**src/rtl/rect_port_arbiter_if.sv**
```systemverilog
// Bus bundle between the feature-evaluation requesters, the rect port arbiter and one rect ROM port.
// The arbiter takes the slave view; the environment (requesters plus ROM) takes the master view.
interface rect_port_arbiter_if #(
  parameter int W_DATA = 5,
  parameter int W_ADDR = 14,
  parameter int N_REQ  = 3
);
  logic [N_REQ-1:0]        req_valid;
  logic [N_REQ-1:0]        req_ready;
  logic [N_REQ*W_ADDR-1:0] req_addr;
  logic [N_REQ-1:0]        rsp_valid;
  logic [N_REQ-1:0]        rsp_ready;
  logic [W_DATA-1:0]       rsp_data;
  logic                    addr1_valid;
  logic                    addr1_ready;
  logic [W_ADDR-1:0]       addr1_data;
  logic                    data1_valid;
  logic                    data1_ready;
  logic [W_DATA-1:0]       data1;

  modport slave (
    input  req_valid, req_addr, rsp_ready, addr1_ready, data1_valid, data1,
    output req_ready, rsp_valid, rsp_data, addr1_valid, addr1_data, data1_ready
  );

  modport master (
    output req_valid, req_addr, rsp_ready, addr1_ready, data1_valid, data1,
    input  req_ready, rsp_valid, rsp_data, addr1_valid, addr1_data, data1_ready
  );
endinterface

```
**src/rtl/rect_port_arbiter.sv**
```systemverilog
// Round-robin sharing of one rect ROM read port with an in-order tag FIFO for response routing.
// Optional orphan-response detection is built when RECT_ARB_CHECK_EN is defined.
module rect_port_arbiter #(
  parameter int W_DATA  = 5,
  parameter int W_ADDR  = 14,
  parameter int N_REQ   = 3,
  parameter int MAX_OUT = 4
) (
  input  logic                clk,
  input  logic                rst,
  rect_port_arbiter_if.slave  bus,
  output logic                err_orphan
);
  localparam int PW = $clog2(MAX_OUT);
  localparam int IW = $clog2(N_REQ);

  logic [IW-1:0]  last_q, last_d;
  logic [IW-1:0]  tag_mem_q [MAX_OUT];
  logic [PW-1:0]  wr_ptr_q, rd_ptr_q;
  logic [PW:0]    count_q, count_d;
  logic [N_REQ-1:0] gnt;
  logic [IW-1:0]  gnt_idx, idx, head;
  logic           found, not_full, not_empty, push, pop;

  assign not_full  = count_q < (PW+1)'(MAX_OUT);
  assign not_empty = count_q != '0;
  assign head      = tag_mem_q[rd_ptr_q];

  // Search starts just after the last accepted winner; addr1_ready is deliberately not an input here.
  always_comb begin
    gnt     = '0;
    gnt_idx = '0;
    found   = 1'b0;
    idx     = '0;
    if (not_full) begin
      for (int k = 1; k <= N_REQ; k++) begin
        idx = IW'((int'(last_q) + k) % N_REQ);
        if (!found && bus.req_valid[idx]) begin
          found        = 1'b1;
          gnt[idx]     = 1'b1;
          gnt_idx      = idx;
        end
      end
    end
  end

  always_comb begin
    bus.addr1_data = '0;
    for (int i = 0; i < N_REQ; i++) begin
      if (gnt[i]) bus.addr1_data = bus.req_addr[i*W_ADDR +: W_ADDR];
    end
  end

  assign bus.addr1_valid = |gnt;
  assign bus.req_ready   = gnt & {N_REQ{bus.addr1_ready}};
  assign push            = bus.addr1_valid & bus.addr1_ready;

  always_comb begin
    bus.rsp_valid = '0;
    for (int i = 0; i < N_REQ; i++) begin
      bus.rsp_valid[i] = not_empty & bus.data1_valid & (head == IW'(i));
    end
  end

  // With nothing outstanding the port is drained so a stray word can never wedge it.
  assign bus.data1_ready = not_empty ? bus.rsp_ready[head] : 1'b1;
  assign bus.rsp_data    = bus.data1;
  assign pop             = not_empty & bus.data1_valid & bus.rsp_ready[head];

  always_comb begin
    last_d  = push ? gnt_idx : last_q;
    count_d = count_q;
    if (push && !pop)      count_d = count_q + 1'b1;
    else if (pop && !push) count_d = count_q - 1'b1;
  end

  always_ff @(posedge clk) begin
    if (rst) begin
      last_q   <= IW'(N_REQ - 1);
      count_q  <= '0;
      wr_ptr_q <= '0;
      rd_ptr_q <= '0;
    end else begin
      last_q  <= last_d;
      count_q <= count_d;
      if (push) wr_ptr_q <= wr_ptr_q + 1'b1;
      if (pop)  rd_ptr_q <= rd_ptr_q + 1'b1;
    end
  end

  always_ff @(posedge clk) begin
    if (push) tag_mem_q[wr_ptr_q] <= gnt_idx;
  end

`ifdef RECT_ARB_CHECK_EN
  logic err_q, err_d;

  assign err_d = err_q | (bus.data1_valid & ~not_empty);

  always_ff @(posedge clk) begin
    if (rst) err_q <= 1'b0;
    else     err_q <= err_d;
  end

  assign err_orphan = err_q;
`else
  assign err_orphan = 1'b0;
`endif
endmodule

```
**src/flat_wrapper.sv**
```systemverilog
// flat-port wrapper written by rule: the top's interface ports become plain ports
module rect_port_arbiter_flat 
#(
  parameter int W_DATA  = 5,
  parameter int W_ADDR  = 14,
  parameter int N_REQ   = 3,
  parameter int MAX_OUT = 4
)
  (clk, rst, err_orphan, bus_req_valid, bus_req_addr, bus_rsp_ready, bus_addr1_ready, bus_data1_valid, bus_data1, bus_req_ready, bus_rsp_valid, bus_rsp_data, bus_addr1_valid, bus_addr1_data, bus_data1_ready);
  rect_port_arbiter_if #(.W_DATA(W_DATA), .W_ADDR(W_ADDR), .N_REQ(N_REQ)) bus_i ();
  input  logic clk;
  input  logic rst;
  output logic err_orphan;
  input wire logic [$bits(bus_i.req_valid)-1:0] bus_req_valid;
  input wire logic [$bits(bus_i.req_addr)-1:0] bus_req_addr;
  input wire logic [$bits(bus_i.rsp_ready)-1:0] bus_rsp_ready;
  input wire logic [$bits(bus_i.addr1_ready)-1:0] bus_addr1_ready;
  input wire logic [$bits(bus_i.data1_valid)-1:0] bus_data1_valid;
  input wire logic [$bits(bus_i.data1)-1:0] bus_data1;
  output wire logic [$bits(bus_i.req_ready)-1:0] bus_req_ready;
  output wire logic [$bits(bus_i.rsp_valid)-1:0] bus_rsp_valid;
  output wire logic [$bits(bus_i.rsp_data)-1:0] bus_rsp_data;
  output wire logic [$bits(bus_i.addr1_valid)-1:0] bus_addr1_valid;
  output wire logic [$bits(bus_i.addr1_data)-1:0] bus_addr1_data;
  output wire logic [$bits(bus_i.data1_ready)-1:0] bus_data1_ready;
  assign bus_i.req_valid = bus_req_valid;
  assign bus_i.req_addr = bus_req_addr;
  assign bus_i.rsp_ready = bus_rsp_ready;
  assign bus_i.addr1_ready = bus_addr1_ready;
  assign bus_i.data1_valid = bus_data1_valid;
  assign bus_i.data1 = bus_data1;
  assign bus_req_ready = bus_i.req_ready;
  assign bus_rsp_valid = bus_i.rsp_valid;
  assign bus_rsp_data = bus_i.rsp_data;
  assign bus_addr1_valid = bus_i.addr1_valid;
  assign bus_addr1_data = bus_i.addr1_data;
  assign bus_data1_ready = bus_i.data1_ready;
  rect_port_arbiter #(.W_DATA(W_DATA), .W_ADDR(W_ADDR), .N_REQ(N_REQ), .MAX_OUT(MAX_OUT)) u_core (.clk(clk), .rst(rst), .bus(bus_i), .err_orphan(err_orphan));
endmodule
```
**config.mk**
```make
export PLATFORM = sky130hd
export DESIGN_NAME = rect_port_arbiter_flat
export DESIGN_NICKNAME = d
export VERILOG_FILES = /design/src/rtl/rect_port_arbiter_if.sv /design/src/rtl/rect_port_arbiter.sv /design/src/flat_wrapper.sv
export SDC_FILE = /design/constraint.sdc
export NUM_CORES = 1
export LEC_CHECK = 0
export CAP_MARGIN = 0
export CORE_ASPECT_RATIO = 1.25
export CORE_MARGIN = 4
export CORE_UTILIZATION = 37
export DETAILED_ROUTE_END_ITERATION = 8
export PLACE_DENSITY = 0.81
export SLEW_MARGIN = 25
export SYNTH_ARGS = -nofsm -noshare
export SYNTH_HDL_FRONTEND = slang
export SYNTH_SLANG_ARGS = --single-unit
```
**constraint.sdc**
```tcl
create_clock -name clk -period 3.43 [get_ports clk]
set_clock_uncertainty 0.2 [all_clocks]
set_input_delay 0.8575 -clock clk [delete_from_list [all_inputs] [get_ports clk]]
set_output_delay 0.8575 -clock clk [all_outputs]
set_load 0.01 [all_outputs]
```
==> metrics.txt <==
ANT cells 0; RSZ-0062 raised after global routing yes; asr flop ratio synth 0; Net Count, Synth between 200 and 300; CTS tree done; Power Density roughly 930 mW/mm^2; crit path max fanout 5; status finished with violations; Mapped Avg Cell Area 8.541 sq um; Reg-to-Reg End u_core.count_q[2]; io pins 85; post-DP HPWL 4207 um; Mapped Cells between 200 and 250; Register Area 461.7 sq um; top cell type by total area after synthesis edfxtp_1; Setup CP Type input port to output pin; wire length per cell 15.33 um; CP max stage cell a2111oi_4; largest net degree at the start of global routing 15; Hold EP u_core.rd_ptr_q[1]; vias per cell 5.092; fin area 0.003075 sq mm; hold_sp u_core.rd_ptr_q[1]; Synth Warn # 0; wirelength, routed 5839 um; net load switching power between 1 and 1.5 mW; fin nets between 300 and 400; initial core utilization 0.3850; Synth Cell Area 0.001717 sq mm; crit share post-route 1.132; core area 0.004459 sq mm; clk sinks 19; CP arrival 2.83 ns; HP Class flop to flop; Clk Latency, worst-skew pair ~0.25 ns; total power about 2.9 mW; R2R Path Start u_core.last_q[1]; Final setup violation count 16; First-pass DRT Iterations 6; PortBufs 73; CP peak stage delay 0.37 ns; multi-input logic area between 0.001 and 0.0015 sq mm; Yosys reg bits 19; Worst R2R Path Depth 16; H-tree levels 1; height of the chip 84.16 um; Synth top area share 0.1399; area grow syn2layout 79.15%; Post-synth EDFFs 8; Clock power frac 0.052; Reg power frac 0.125; worst-path cell chain buf_8 -> buf_6 -> nor4b_4 -> o21ai_1 -> a22o_1 -> a2111oi_4 -> buf_4 -> clkbuf_16 -> buf_6 -> buf_6 -> a221oi_2 -> nor2_1 -> buf_2; num rows 27; ys flop type dfxtp_1; fmax 0.2574 GHz; initial drt markers between 50 and 60; gr usage total 0.1978; Fin. Hold Viols 0; most used cell, CP buf_6; worst hold slack approximately 0.34 ns; WHS Path Cells 2; MaxCap Viol Count 0; via count a little under 2000; die span in x 68.93 um; Net Sw Frac 0.4224; CTS Root Cell clkbuf_8; VDD IR max 0.0005373 V; minimum clock period 3.884 ns; Fillers 339; clk slew on worst S/H paths 0.07 ns; top-count cell post-synth nor2_1; Worst setup EP type output pin; Congestion Overflow GR 0; Comb pwr share 0.823; top post-synthesis cells by area edfxtp_1 14%, dfxtp_1 13%, nor2_1 9.0%; CP required 2.37 ns; Seq/Total Area, Yosys 0.2682; Post-DRT Antenna Nets 0; type of origin of the critical path input port; vias in the first global route 2035; TritonCTS buffer count 3; Placed Cells ~360; Leakage 1.322 nW; GPL Wtd Cong 0.8402; layout cells sized above 1 0.3963; worst setup margin -0.4544 ns; DRC errors left 0; failing checks setup timing; Yosys cell types 49; Non-Filler Instances 381; internal power 1.652 mW; antenna violations before repair 0; Placement Cell Area 0.002806 sq mm; flop2flop setup slack 0.12 ns; setup TNS -4.832 ns; Final Max Tran Viols 0; most instantiated cells after synthesis 41 x nor2_1, 13 x inv_1, 11 x a221oi_1, 11 x dfxtp_1, 9 x ha_1; die area 0.005800 sq mm; global-route wire length before repair 8997 um; CTS max path bufs 2
-- through the flow --
step	util	setup slack (ns)
after global routing	0.6897	-0.6030
after floorplan	-	-0.06009
final	0.6897	-0.4544
after CTS	0.6717	-0.5561
after global placement	0.6293	-1.024
after detailed placement	0.6293	-1.086
-- how the worst max path moves through the flow --
stage                startpoint                  to  slack (ns)  depth (start not counted)
2_1_floorplan  bus_req_valid[1]  bus_addr1_data[10]       -0.06                          8
3_3_place_gp   bus_req_valid[1]   bus_addr1_data[0]       -1.02                          9
3_5_place_dp   bus_req_valid[1]   bus_addr1_data[0]       -1.09                          9
4_1_cts        bus_req_valid[2]   bus_addr1_data[3]       -0.56                         12
5_1_grt        bus_req_valid[2]   bus_addr1_data[3]       -0.60                         13
6_report       bus_req_valid[2]   bus_addr1_data[3]       -0.45                         13
-- cell type report --
| cell class | count | share of cell area |
|---|---|---|
| Sequential cell | 19 | 0.1501 |
| Timing Repair Buffer | 135 | 0.3828 |
| Tap cell | 58 | 0.02360 |
| Multi-Input combinational cell | 152 | 0.4129 |
| Clock buffer | 4 | 0.01465 |
| Inverter | 13 | 0.01587 |
-- worst max-delay path, delay by kind of cell --
| kind | cells | cell delay, ns |
|---|---|---|
| AND/OR/NAND/NOR | 2 | 0.36 |
| AO/OA/AOI/OAI | 4 | 0.77 |
| buffers and inverters | 7 | 0.82 |
-- layer usage --
| layer | share of wire | vias to the layer above | wire length [um] | global-route usage |
|---|---|---|---|---|
| met1 | 0.39 | 938 | 2276 | 0.2159 |
| li1 | - | 962 | - | - |
| met3 | 0.037 | 5 | 216 | 0.03079 |
| met4 | 0.0065 | 0 | 38 | 0.03723 |
| met2 | 0.57 | 35 | 3307 | 0.3837 |
| met5 | 0 | - | 0 | 0 |
-- logic make-up after synthesis --
group,Yosys count,synth area share
fa+ha+maj,10,0.07726
other cells,1,0.002184
compound gates,49,0.2536
mux,5,0.04373
simple gates,83,0.2398
xor+xnor,4,0.02041
buf+inv,30,0.09475
flops,19,0.2682
-- repair_timing --
action                     CTS  global route
resized for setup          108            21
setup buffers               14             7
hold buffers                 0             0
setup endpoints to repair   21            22
cloned                       1             0
pin swaps                   18             9
-- power groups by stage --
stage / Clock [mW] / Combinational, mW / Sequential (mW)
after floorplan: 0 / 1.13 / 0.343
after global placement: 0 / 2.02 / 0.355
after detailed placement: 0 / 2.06 / 0.359
after CTS: 0.154 / 2.25 / 0.355
after global routing: 0.166 / 2.54 / 0.366
final: 0.150 / 2.35 / 0.357
-- cells in the final DEF, fill, tap and decap left out, types with 3 or more instances in the layout --
cell type / n
xor2_1: 4
ha_4: 3
mux2i_1: 3
o21ai_0: 4
nand3_1: 5
nor3_1: 3
clkbuf_8: 3
ha_1: 6
edfxtp_1: 8
a221oi_2: 13
nor2_1: 40
a21oi_1: 4
dfxtp_1: 10
nand2_1: 6
clkdlybuf4s50_1: 52
and2_1: 5
buf_2: 18
buf_4: 50
nand2b_1: 4
buf_6: 11
nor2b_1: 4
inv_1: 11
Power figures use the tool's default switching activity.
